[src/rtl/convertisseur_bcd_pkg.sv]
// Shared types and constants for the sequential binary-to-BCD converter.
package convertisseur_bcd_pkg;

  typedef enum logic [1:0] {
    IDLE  = 2'd0,
    SHIFT = 2'd1,
    DONE  = 2'd2
  } etat_t;

  localparam logic [3:0] SEUIL_CHIFFRE      = 4'd4;
  localparam logic [3:0] CORRECTION_CHIFFRE = 4'd3;

  function automatic int bcdWidth(input int digits);
    return 4 * digits;
  endfunction

endpackage

[src/rtl/convertisseur_bcd_seq_correcteur.sv]
// One double-dabble digit adjust: add 3 (mod 16) when the digit exceeds 4.
module correcteur_chiffre
  import convertisseur_bcd_pkg::*;
(
  input  logic [3:0] chiffreIn,
  output logic [3:0] chiffreOut
);

  // add-3 correction ahead of the shift
  always_comb begin
    chiffreOut = chiffreIn;
    if (chiffreIn > SEUIL_CHIFFRE) begin
      chiffreOut = chiffreIn + CORRECTION_CHIFFRE;
    end else begin
      chiffreOut = chiffreIn;
    end
  end

endmodule

[src/rtl/convertisseur_bcd_seq.sv]
// Multi-cycle binary-to-BCD converter (double dabble), one operand bit per clock.
// Optional two's-complement input when CONV_BCD_SIGNED_EN is defined.
module convertisseur_bcd_seq
  import convertisseur_bcd_pkg::*;
#(
  parameter int BIN_WIDTH = 8,
  parameter int DIGITS    = 3
) (
  input  logic                   clk,
  input  logic                   rst_n,
  input  logic [BIN_WIDTH-1:0]   binaireIn,
  input  logic                   valideIn,
  output logic                   pretOut,
  output logic [4*DIGITS-1:0]    bcdOut,
  output logic                   valideOut,
  input  logic                   pretIn,
  output logic                   debordOut,
  output logic                   signeOut
);

  localparam int BCD_WIDTH = bcdWidth(DIGITS);
  localparam int CNT_WIDTH = $clog2(BIN_WIDTH + 1);
  localparam logic [CNT_WIDTH-1:0] CNT_LAST = CNT_WIDTH'(BIN_WIDTH - 1);
  localparam logic [CNT_WIDTH-1:0] CNT_ONE  = CNT_WIDTH'(1);

  etat_t                  etat_r, etatNext_s;
  logic [BIN_WIDTH-1:0]   operand_r, operandCapture_s;
  logic [BCD_WIDTH-1:0]   bcdWork_r, bcdAdj_s, bcdShift_s;
  logic [CNT_WIDTH-1:0]   cnt_r;
  logic                   overflow_r, overflowNext_s;
  logic                   pretOut_r, valideOut_r, debordOut_r;
  logic [BCD_WIDTH-1:0]   bcdOut_r;
  logic                   pretNext_s, valideNext_s;
  logic                   handshakeIn_s, handshakeOut_s, lastShift_s;

  assign handshakeIn_s  = valideIn && pretOut_r;
  assign handshakeOut_s = valideOut_r && pretIn;
  assign lastShift_s    = (etat_r == SHIFT) && (cnt_r == CNT_LAST);

  for (genvar g = 0; g < DIGITS; g++) begin : gen_correcteur
    correcteur_chiffre u_correcteur (
      .chiffreIn  (bcdWork_r[4*g +: 4]),
      .chiffreOut (bcdAdj_s[4*g +: 4])
    );
  end

  // The adjusted MSB is about to be shifted out, so it marks an overflow.
  assign bcdShift_s     = {bcdAdj_s[BCD_WIDTH-2:0], operand_r[BIN_WIDTH-1]};
  assign overflowNext_s = overflow_r | bcdAdj_s[BCD_WIDTH-1];

`ifdef CONV_BCD_SIGNED_EN
  logic signCapture_s, signWork_r, signeOut_r;

  // magnitude and sign of a two's-complement operand at capture
  always_comb begin
    operandCapture_s = binaireIn;
    signCapture_s    = 1'b0;
    if (binaireIn[BIN_WIDTH-1]) begin
      operandCapture_s = -binaireIn;
      signCapture_s    = 1'b1;
    end else begin
      operandCapture_s = binaireIn;
      signCapture_s    = 1'b0;
    end
  end

  // sign is tracked alongside the conversion and published with the result
  always_ff @(posedge clk) begin
    if (!rst_n) begin
      signWork_r <= 1'b0;
      signeOut_r <= 1'b0;
    end else begin
      if (etat_r == IDLE && handshakeIn_s) begin
        signWork_r <= signCapture_s;
      end
      if (lastShift_s) begin
        signeOut_r <= signWork_r;
      end
    end
  end

  assign signeOut = signeOut_r;
`else
  assign operandCapture_s = binaireIn;
  assign signeOut         = 1'b0;
`endif

  // state register
  always_ff @(posedge clk) begin
    if (!rst_n) begin
      etat_r <= IDLE;
    end else begin
      etat_r <= etatNext_s;
    end
  end

  // next-state logic
  always_comb begin
    etatNext_s = etat_r;
    case (etat_r)
      IDLE:    etatNext_s = handshakeIn_s  ? SHIFT : IDLE;
      SHIFT:   etatNext_s = lastShift_s    ? DONE  : SHIFT;
      DONE:    etatNext_s = handshakeOut_s ? IDLE  : DONE;
      default: etatNext_s = IDLE;
    endcase
  end

  // handshake outputs decoded from the next state so they can be registered
  always_comb begin
    pretNext_s   = 1'b0;
    valideNext_s = 1'b0;
    case (etatNext_s)
      IDLE:    pretNext_s   = 1'b1;
      DONE:    valideNext_s = 1'b1;
      default: begin
        pretNext_s   = 1'b0;
        valideNext_s = 1'b0;
      end
    endcase
  end

  // datapath: capture, shift-and-adjust, result registers
  always_ff @(posedge clk) begin
    if (!rst_n) begin
      operand_r   <= '0;
      bcdWork_r   <= '0;
      cnt_r       <= '0;
      overflow_r  <= 1'b0;
      pretOut_r   <= 1'b1;
      valideOut_r <= 1'b0;
      bcdOut_r    <= '0;
      debordOut_r <= 1'b0;
    end else begin
      pretOut_r   <= pretNext_s;
      valideOut_r <= valideNext_s;
      case (etat_r)
        IDLE: begin
          if (handshakeIn_s) begin
            operand_r  <= operandCapture_s;
            bcdWork_r  <= '0;
            cnt_r      <= '0;
            overflow_r <= 1'b0;
          end
        end
        SHIFT: begin
          operand_r  <= operand_r << 1;
          bcdWork_r  <= bcdShift_s;
          cnt_r      <= cnt_r + CNT_ONE;
          overflow_r <= overflowNext_s;
          if (lastShift_s) begin
            bcdOut_r    <= bcdShift_s;
            debordOut_r <= overflowNext_s;
          end
        end
        default: begin
        end
      endcase
    end
  end

  assign pretOut   = pretOut_r;
  assign valideOut = valideOut_r;
  assign bcdOut    = bcdOut_r;
  assign debordOut = debordOut_r;

endmodule
[config.mk]
export PLATFORM = sky130hd
export DESIGN_NAME = convertisseur_bcd_seq
export DESIGN_NICKNAME = d
export VERILOG_FILES = /design/src/rtl/convertisseur_bcd_pkg.sv /design/src/rtl/convertisseur_bcd_seq_correcteur.sv /design/src/rtl/convertisseur_bcd_seq.sv
export SDC_FILE = /design/constraint.sdc
export NUM_CORES = 1
export LEC_CHECK = 0
export BUFFER_PORTS_ARGS = -buffer_cell sky130_fd_sc_hd__clkbuf_2
export CAP_MARGIN = 20
export CORE_UTILIZATION = 40
export CTS_CLUSTER_SIZE = 12
export DETAILED_ROUTE_END_ITERATION = 8
export GPL_TIMING_DRIVEN = 0
export PLACE_DENSITY_LB_ADDON = 0.3
export SYNTH_ARGS = -nofsm -noshare
export SYNTH_HDL_FRONTEND = slang
export SYNTH_HIERARCHICAL = 1
export SYNTH_SLANG_ARGS = --single-unit
[constraint.sdc]
create_clock -name clk -period 2.9 [get_ports clk]
set_clock_uncertainty 0.2 [all_clocks]
set_input_delay 0.435 -clock clk [delete_from_list [all_inputs] [get_ports clk]]
set_output_delay 0.435 -clock clk [all_outputs]
set_load 0.01 [all_outputs]
======== After elaboration in Yosys (flattened, before gate mapping) ========
Cells that the tools add are included.
storage, ports and cells
  register bits ........................... 42
  output and inout bits ................... 16
  logic and storage cells ................. 47
cells by class
  $add $sub $neg .......................... 4
  order comparisons ....................... 3
  equal/unequal tests ..................... 5
  muxes and demuxes ....................... 17
  bitwise logic cells ..................... 1
  reductions and logical operators ........ 8
operator list
  operator                                              count
  case mux 12 bit (2 select lines)                      1
  two-way mux 4 bit                                     4
  case mux 8 bit (2 select lines)                       1
  adder 4 x 2 -> 4 bit (second input constant)          3
  > comparator 4 x 3 -> 1 bit (second input constant)   3
  two-way mux 12 bit                                    1
  two-way mux 8 bit                                     1
  case mux 4 bit (2 select lines)                       1
  case mux 2 bit (3 select lines)                       1
  adder 4 x 1 -> 4 bit (second input constant)          1
  equality test 2 bit (second input constant)           2
  equality test 4 x 3 -> 1 bit (second input constant)  1
  logical NOT 2 bit                                     2
  two-way mux 1 bit                                     4
  two-way mux 2 bit                                     2
  AND reduction 2 bit                                   2
  logical AND 1 bit                                     3
  equality test 2 x 1 -> 1 bit (second input constant)  1
  != test 2 bit (second input constant)                 1
  case mux 1 bit (2 select lines)                       1
  nonzero test 2 bit                                    1
  OR 1 bit                                              1

======== Logic depth before layout (Yosys ltp) ========
Gate-level depths: netlist of run 1.
  depth in word-level cells ............... 6
  depth in mapped cells ................... 7
  mapped depth without buffers ............ 7

======== Cells and area by module ========
Netlist of run 1, hierarchy kept.
modules (own cells, without submodules)
  module                 instances  cells each  area an instance (sq um)  sequential area each (sq um)
  convertisseur_bcd_seq  1          175         1694.1                    840.8
  correcteur_chiffre     3          15          103.8                     0.0

======== Least setup slack after synthesis of run 1 ========
OpenSTA, ideal clock, no wires.
  path type ............................... register to register
  start ................................... register bcdWork_r[0]
  end ..................................... register bcdWork_r[2]
  arrival ................................. 1.155 ns
  data required time ...................... 2.625 ns
  setup slack ............................. 1.470 ns
  cell stages (with the launch flop) ...... 8
  path buffers ............................ 0
  period minus slack after synthesis ...... 1.430 ns
  cells stage by stage .................... dfxtp_1 -> inv_1 -> ha_1 -> inv_1 -> a21oi_2 -> mux2i_1 -> nand2_1 -> o22ai_1
on the way
  cells in the longest elaborated chain, start to end .. 3
  elaborated cells between the ends (all ways) .. 4
ends and longest elaborated chain
  item                                                                 RTL line                                                                        source
  start: declaration                                                   convertisseur_bcd_seq.sv:28                                                     logic [BCD_WIDTH-1:0] bcdWork_r, bcdAdj_s, bcdShift_s;
  start signal: assignment                                             convertisseur_bcd_seq.sv:147                                                    bcdWork_r <= bcdShift_s;
  adder 4 x 2 -> 4 bit or > comparator 4 x 3 -> 1 bit (tied branches)  convertisseur_bcd_seq_correcteur.sv:13, convertisseur_bcd_seq_correcteur.sv:12
  two-way mux 4 bit *                                                  convertisseur_bcd_seq_correcteur.sv:12                                          if (chiffreIn > SEUIL_CHIFFRE) begin
  via bcdAdj_s[1]                                                      convertisseur_bcd_seq.sv:28
  case mux 12 bit (2 select lines) *                                   convertisseur_bcd_seq.sv:136                                                    case (etat_r)
Mark *: on every way through the listed nets, which the timed path passes. The rest lies on a longest branch.
A chain may end at the register's enable or synchronous reset.

======== Final worst setup path of run 1 ========
  start ................................... register bcdWork_r[1]
  end ..................................... register bcdWork_r[2]
The elaborated chain is that of the path after synthesis.

==> impl_metrics.yaml, run 1 <==
run_status:
  status: "complete, no violations"
routing:
  first_iter_violations: 64
  wl_met1_um: 1886
  drtPass1Iterations: 4
  drc: 0
  top_layer_used: "met4"
  wl_um: 3911
  wl_met3_um: 165
  vias: 1600
  ant_nets: 0
  met2WireLength_um: 1798
  vias_per_cell: 5.000
  wl_per_cell_um: 12.22
cells_and_area:
  area.sequential_um2: 840.8
  drive_gt1_share_pct: 20.95
  antenna_cells: 0
  fillers: 491
  final_nets: 271
  multi_input_area_um2: 1017
  area_delta_synth_final_pct: 15.72
  final_cell_mix: "dfxtp_1, nand2_1, clkbuf_2"
  final_common_cell: "dfxtp_1"
timing:
  setup_viol: 0
  timing.final.crit_share_pct: 54.43
  hold_viol_final: 0
  period_needed_ns: 1.578
  max_freq_ghz: 0.6335
  fin_ws_ns: 1.322
  setup_tns_ns: 0
  timing.final.max_slew_violations: 0
  rsz0062_at_grt: "false"
clocking:
  path_clk_slew_ns: 0.08
  clkSinkCount: 42
  numCtsBuffers: 5
  h-tree-depth: 2
  cts_setup_buffers: 0
  cts-root-buf: "clkbuf_8"
  cts.path.max_buffers: 2
  clkLatencyLatePin_ns: 0.29
  cts-resized-gates: 0
  cts_tree: "yes"
  cts_hold_buf: 0
floorplan:
  fp-row-count: 25
  core_region_area_um2: 4786
  start_util_pct: 41.91
  die_y_um: 72.81
  dieArea_um2: 5301
  io_pins: 28
  die_w_um: 72.81
placed_design:
  io_buffers: 25
  hpwl_um: 2745
  gp_congestion: 0.7946
  dp_slack_ns: 1.339
global_route:
  track_usage_pct: 15.95
  grt_pass1_vias: 1387
  antenna_found_initial: 0
  grt_max_degree: 13
  grt_pass1_wl_um: 6513
  gr-total-overflow: 0
pwr:
  ir_worst_vdd_v: 0.0003389
  leakage_nw: 0.9642
  p_per_area_nw_per_um2: 513.3
yosys:
  yosysTopAreaCell: "dfxtp_1"
  synth_top_flop_cell: "dfxtp_1"
  netlist_instances: 220
  syn_avg_cell_area_um2: 9.117
  syn-cell-area_um2: 2006
  yosys.area.top_type_share_pct: 41.92
  synth_edf_count: 0
  async_flop_share_pct: 0
  yosysSeqAreaShare_pct: 41.92
  synth_cell_types: 36
  yosysWarnings: 6
  synth_seq_cells: 42
  synthTopCellsByArea: "dfxtp_1, mux2i_1, nand2_1"
  syn-num-nets: 239
flow_run:
  maxCapViolations: 0
setup_path:
  max_stage_delay_ns: 0.34
  worst-path-max-fanout: 3
  critPathCaptureType: "flop"
  crit_required_ns: 2.92
  crit_path_frequent_cell: "inv_1"
  crit_path_top_delay_cell: "dfxtp_1"
  cp_top_family: "flip-flops"
  cp_cell_sequence: "inv_1 > ha_1 > inv_1 > a21oi_2 > mux2i_1 > nand2_1 > o22ai_1"
  arrival_ns: 1.60
  path_buf_inv: 2
  startpoint_type: "flop"
  critical_path_class: "reg -> reg"
hold_path:
  hold_path_class: "in -> reg"
==> layout make-up <==
| class | count | area share, % |
|---|---|---|
| buffer | 14 | 4.582 |
| timing repair buffer | 25 | 5.391 |
| inverter | 11 | 1.779 |
| multi-input combinational | 153 | 43.83 |
| tap | 67 | 3.612 |
| sequential | 42 | 36.23 |
| clock inverter | 1 | 1.294 |
| clock buffer | 7 | 3.288 |
==> layer usage <==
layer  vias up  GRT usage, %
met5         -             0
met4         0         5.882
met3         6         3.729
met2        32         26.17
met1       741         20.43
li1        821             -
==> cells in the mapped netlist (4+ instances only) <==
library cell and instances:
dfxtp_1 42, nor3_1 10, mux2i_1 17, buf_2 6, o21ai_0 10, nand2_1 40
ha_1 7, inv_1 11, o221ai_1 7, nand2b_1 4, nor2_1 9, buf_4 4
o22ai_1 12
==> metrics by stage <==
stage          hold WS (ns)  total power [W]  util [%]  cells  instance area, um2
6_report             0.1730         0.001191     48.50    320                2321
2_1_floorplan        0.2475        0.0007174         -    220                2006
3_5_place_dp         0.2466        0.0007535     46.27    312                2215
4_1_cts              0.1704         0.001202     48.50    320                2321
5_1_grt              0.1796         0.001248     48.50    320                2321
3_3_place_gp         0.2426        0.0007519     46.27    312                2215
==> worst min-delay path: stages <==
cell,delay [ns]
clkbuf_2,0.08
nand2_1,0.05
a21oi_1,0.05
==> sequential cells by signal, summed over array words and instances (netlist names) <==
signal	count
bcdOut	12
bcdWork_r	12
operand_r	8
cnt_r	4
etat_r	2
debordOut	1
overflow_r	1
pretOut	1
valideOut	1
==> where the power goes <==
part	total (W)	internal, W	switching (W)
registers	0.000610	0.000596	0.0000140
logic	0.000129	0.0000534	0.0000753
clock network	0.000453	0.000258	0.000195
total	0.00119	0.000907	0.000284
==> final timing paths <==
| check | start | slack [ns] | end | depth (start not counted) |
|---|---|---|---|---|
| hold / removal | binaireIn[0] | 0.17 | operand_r[0] | 3 |
| setup reg to reg | bcdWork_r[1] | 1.32 | bcdWork_r[2] | 7 |
| hold reg to reg | bcdOut[1] | 0.26 | bcdOut[1] | 2 |
| setup / recovery | bcdWork_r[1] | 1.32 | bcdWork_r[2] | 7 |
==> cells by family after synthesis <==
kind of cell | Yosys count | synth area share [%]
AO/OA/AOI/OAI | 47 | 15.47
XOR/XNOR | 3 | 1.310
adder cells (fa/ha/maj) | 7 | 4.367
buffers and inverters | 25 | 7.361
flip-flops | 42 | 41.92
multiplexers | 17 | 8.484
other | 1 | 0.1870
AND/OR/NAND/NOR | 78 | 20.90
Power figures use the tool's default switching activity.
==> run 2: changes to the inputs <==
==> constraint.sdc (replaced) <==
create_clock -name clk -period 1.5 [get_ports clk]
set_clock_uncertainty 0.2 [all_clocks]
set_input_delay 0.225 -clock clk [delete_from_list [all_inputs] [get_ports clk]]
set_output_delay 0.225 -clock clk [all_outputs]
set_load 0.01 [all_outputs]
==> impl_metrics.yaml, run 2 (synthesis gave the netlist of run 1 again) <==
global_route:
  antenna_found_initial: 0
  grt_pass1_vias: 1417
  grt_pass1_wl_um: 6568
  track_usage_pct: 16.10
  gr-total-overflow: 0
  grt_max_degree: 13
timing:
  hold_viol_final: 0
  holdWs_ns: 0.02976
  rsz0062_at_grt: "true"
  setup_viol: 1
  max_freq_ghz: 0.6653
  timing.final.crit_share_pct: 100.2
  fin_ws_ns: -0.003024
  period_needed_ns: 1.503
  timing.final.max_slew_violations: 0
clocking:
  clkLatencyLatePin_ns: 0.29
  clkSinkCount: 42
  path_clk_slew_ns: 0.08
  cts.path.max_buffers: 2
  cts-root-buf: "clkbuf_8"
  numCtsBuffers: 5
  h-tree-depth: 2
  cts_tree: "yes"
hold_path:
  hold_path_class: "in -> reg"
placed_design:
  gp_congestion: 0.7946
  hpwl_um: 2745
  place_area_um2: 2215
  dp_slack_ns: -0.06082
  io_buffers: 25
cells_and_area:
  antenna_cells: 0
  drive_gt1_share_pct: 31.92
  area_delta_synth_final_pct: 24.64
  utilization_pct: 52.24
  fin_area_um2: 2500
  final_cell_mix: "nand2_1, dfxtp_1, clkbuf_2"
  fillers: 476
  final_common_cell: "nand2_1"
  final_nets: 278
routing:
  vias_per_cell: 5.024
  first_iter_violations: 66
  wl_um: 4168
  ant_nets: 0
  wl_per_cell_um: 12.75
  vias: 1643
  drc: 0
  drtPass1Iterations: 4
setup_path:
  worst-path-max-fanout: 3
  crit_required_ns: 1.53
  arrival_ns: 1.53
  critical_path_class: "reg -> reg"
  startpoint_type: "flop"
  critPathCaptureType: "flop"
floorplan:
  die_y_um: 72.81
  die_w_um: 72.81
  core_region_area_um2: 4786
  io_pins: 28
  dieArea_um2: 5301
  fp-row-count: 25
  start_util_pct: 41.91
pwr:
  ir_worst_vdd_v: 0.0006616
  p_per_area_nw_per_um2: 923.4
  leakage_nw: 1.009
flow_run:
  maxCapViolations: 0
run_status:
  status: "finished, violations left"
  violations: "negative setup slack"
run 2: cell count changes in the layout (fill, tap and decap cells not counted), sizes merged:
cell,before,now
buf,14,20
dlygate4sd3,0,1
run 2: metrics by stage:
stage                     power (W)    TNS, ns  cells
final                      0.002309  -0.003024    327
after global placement     0.001454    -0.4447    312
after CTS                  0.002326          0    324
after floorplan            0.001387          0    220
after detailed placement   0.001457    -0.6228    312
after global routing       0.002421    -0.2936    327
run 2: repair_timing:
action                                  4_1_cts  5_1_grt
gates resized for setup                      15       25
hold buffers                                  1        0
hold endpoints to repair                      1        0
buffers inserted                              3        3
endpoints found under the setup margin       18       21
pin swaps                                     5        9
run 2: layer usage:
| layer | vias to the layer above | global-route usage (%) | part of all wire, % |
|---|---|---|---|
| li1 | 841 | - | - |
| met1 | 762 | 20.43 | 48 |
| met2 | 34 | 26.69 | 46 |
| met3 | 6 | 3.729 | 4.6 |
| met4 | 0 | 5.882 | 1.4 |
| met5 | - | 0 | 0 |
run 2: cell type report:
class                           instances  area (um2)  area share (%)
Clock inverter                          1       30.03           1.201
Tap cell                               67       83.83           3.353
Sequential cell                        42       858.3           34.33
Clock buffer                            7       76.32           3.053
Inverter                               11       51.30           2.052
Multi-Input combinational cell        153        1114           44.54
Buffer                                 14       106.4           4.254
Timing Repair Buffer                   32       180.2           7.207
run 2: worst max-delay path: stages (launching register included):
cell     delay [ns]
dfxtp_4        0.36
inv_4          0.07
ha_4           0.14
inv_2          0.04
a21oi_4        0.16
mux2i_1        0.20
nand2_1        0.11
o22ai_2        0.16
run 2: final timing paths:
kind         cells after the start  slack [ns]         start           end
max                              7      -0.003  bcdWork_r[1]  bcdWork_r[2]
min                              3        0.03  binaireIn[1]  operand_r[1]
max reg2reg                      7      -0.003  bcdWork_r[1]  bcdWork_r[2]
min reg2reg                      2        0.26     bcdOut[1]     bcdOut[1]
run 2: where the power goes:
| group | internal [W] | switching, W |
|---|---|---|
| Clock | 0.000498 | 0.000375 |
| Sequential | 0.00115 | 0.0000299 |
| Combinational | 0.000108 | 0.000148 |
| Total | 0.00176 | 0.000553 |
==> run 3: changes to the inputs <==
--- a/config.mk
+++ b/config.mk
@@ -5,6 +5,7 @@
 export SDC_FILE = /design/constraint.sdc
 export NUM_CORES = 1
 export LEC_CHECK = 0
+export ABC_AREA = 1
 export BUFFER_PORTS_ARGS = -buffer_cell sky130_fd_sc_hd__clkbuf_2
 export CAP_MARGIN = 20
 export CORE_UTILIZATION = 40
==> impl_metrics.yaml, run 3 <==
run_status:
  status: "complete, no violations"
cells_and_area:
  final_cell_mix: "nand2_1, nor2_1, nand3_1"
  fillers: 498
  final_nets: 393
  antenna_cells: 0
  multi_input_area_um2: 1236
  area.sequential_um2: 858.3
  final_common_cell: "nand2_1"
  fin_area_um2: 2746
  drive_gt1_share_pct: 26.67
  area_delta_synth_final_pct: 25.64
routing:
  vias_per_cell: 4.667
  ant_nets: 0
  first_iter_violations: 127
  vias: 2077
  met2WireLength_um: 2416
  wl_met1_um: 2257
  wl_um: 4883
  drc: 0
  drtPass1Iterations: 4
  wl_met3_um: 166
  wl_per_cell_um: 10.97
  top_layer_used: "met4"
timing:
  worst_pin_slew_ns: 0.5424
  hold_viol_final: 0
  timing.final.crit_share_pct: 96.74
  max_freq_ghz: 0.6891
  rsz0062_at_grt: "true"
  period_needed_ns: 1.451
  setup_viol: 0
  relSlewSlack_pct: 63.84
  timing.final.max_slew_violations: 0
yosys:
  yosys.area.top_type_share_pct: 38.47
  synth.area.mux_share_pct: 0
  syn-num-nets: 353
  synthTopCellsByArea: "dfxtp_1, nand2_1, nor2_1"
  synth_fa_ha_area_share_pct: 4.007
  yosysWarnings: 6
  synth_cell_types: 21
  synth_edf_count: 0
  netlist_instances: 334
  syn-cell-area_um2: 2186
  syn_avg_cell_area_um2: 6.544
  yosys-top-cells-count: "nand2_1, nor2_1, inv_1, dfxtp_1, nand3_1"
  yosysSeqAreaShare_pct: 38.47
  yosysTopAreaCell: "dfxtp_1"
  synth_compound_area_share_pct: 4.980
  async_flop_share_pct: 0
  yosys.area_share.simple_pct: 40.30
  synth_top_flop_cell: "dfxtp_1"
  synth-xor-area-share_pct: 0
  synth_seq_cells: 42
  synth.most_common_cell: "nand2_1"
  synth_top_family_by_area: "simple AND/OR/NAND/NOR gates"
hold_path:
  hp-start: "rst_n"
  hold_path_class: "in -> reg"
floorplan:
  die_y_um: 75.93
  dieArea_um2: 5765
  fp-row-count: 26
  start_util_pct: 42.26
  io_pins: 28
  core_region_area_um2: 5172
  die_w_um: 75.93
setup_path:
  arrival_ns: 1.45
  startpoint_type: "flop"
  critPathCaptureType: "flop"
  crit_path_start: "cnt_r[0]"
  worst-path-max-fanout: 6
  crit_required_ns: 1.50
  rr_startpoint: "cnt_r[0]"
  critical_path_class: "reg -> reg"
placed_design:
  place_area_um2: 2404
  hpwl_um: 3336
  gp_congestion: 0.8598
  io_buffers: 26
pwr:
  leakage_nw: 1.229
  p_per_area_nw_per_um2: 840.5
  ir_worst_vdd_v: 0.0006262
  fin_total_pwr_w: 0.002308
clocking:
  numCtsBuffers: 5
  path_clk_slew_ns: 0.09
  clkSinkCount: 42
  cts_tree: "yes"
  h-tree-depth: 2
  cts.path.max_buffers: 2
  cts-root-buf: "clkbuf_8"
  clkLatencyLatePin_ns: 0.29
global_route:
  grt_pass1_wl_um: 7803
  antenna_found_initial: 0
  track_usage_pct: 16.49
  grt_pass1_vias: 1763
  gr-total-overflow: 0
  grt_max_degree: 14
flow_run:
  maxCapViolations: 0
==> run 3: path summary, 6_finish.rpt <==
path | to | slack, ns | cells past startpoint
hold / removal | cnt_r[0] | 0.01 | 3
setup / recovery | bcdOut[11] | 0.05 | 7
hold reg to reg | bcdOut[10] | 0.27 | 2
setup reg to reg | bcdOut[11] | 0.05 | 7
==> run 3: what timing repair did <==
action | 4_1_cts | 5_1_grt
hold buffers | 1 | 0
buffers inserted | 0 | 4
resized for setup | 15 | 45
hold endpoints to repair | 1 | 0
endpoints found under the setup margin | 22 | 33
cloned | 2 | 0
pin swaps | 1 | 13
==> run 3: cell families after synthesis <==
family,Yosys count
compound gates,21
fa+ha+maj,7
flops,42
buf+inv,59
simple gates,204
other cells,1
==> run 3: area by class of cell <==
class                      count  share of cell area (%)
inverter                      49                   7.062
tap                           70                   3.189
sequential                    42                   31.25
clock buffer                   5                   2.506
timing repair buffer          32                   6.606
multi-input combinational    234                   45.01
buffer                        10                   2.916
clock inverter                 3                   1.458
==> run 3: layer usage <==
| metal | vias to the layer above | GRT usage (%) |
|---|---|---|
| met1 | 930 | 20.67 |
| met5 | - | 0 |
| met3 | 5 | 3.012 |
| met4 | 0 | 4.615 |
| li1 | 1101 | - |
| met2 | 41 | 28.82 |
==> run 3: worst max-delay path: stages (launching register included) <==
cell and delay [ns]:
dfxtp_2 0.39, ha_4 0.17, nand3_4 0.13, nor2_8 0.17, buf_6 0.14, nand2_1 0.05, nand2_1 0.05, nor2_1 0.05
==> run 3: stage by stage <==
step / hold slack (ns) / worst slack [ns] / setup TNS, ns / util (%) / std cells
after floorplan: 0.1634 / 0.06112 / 0 / - / 334
after global placement: 0.2609 / -0.08531 / -0.7056 / 46.47 / 430
after detailed placement: 0.2706 / -0.09280 / -0.9824 / 46.47 / 430
after CTS: 0.002163 / 0.005010 / 0 / 49.95 / 441
after global routing: 0.03773 / -0.02865 / -0.04753 / 53.10 / 445
final: 0.01160 / 0.04891 / 0 / 53.10 / 445
==> run 3: where the power goes <==
part	leakage, nW	internal, W	switching [W]
Combinational	0.825	0.0000964	0.000156
Clock	0.0579	0.000490	0.000392
Sequential	0.346	0.00115	0.0000271
Total	1.23	0.00173	0.000576
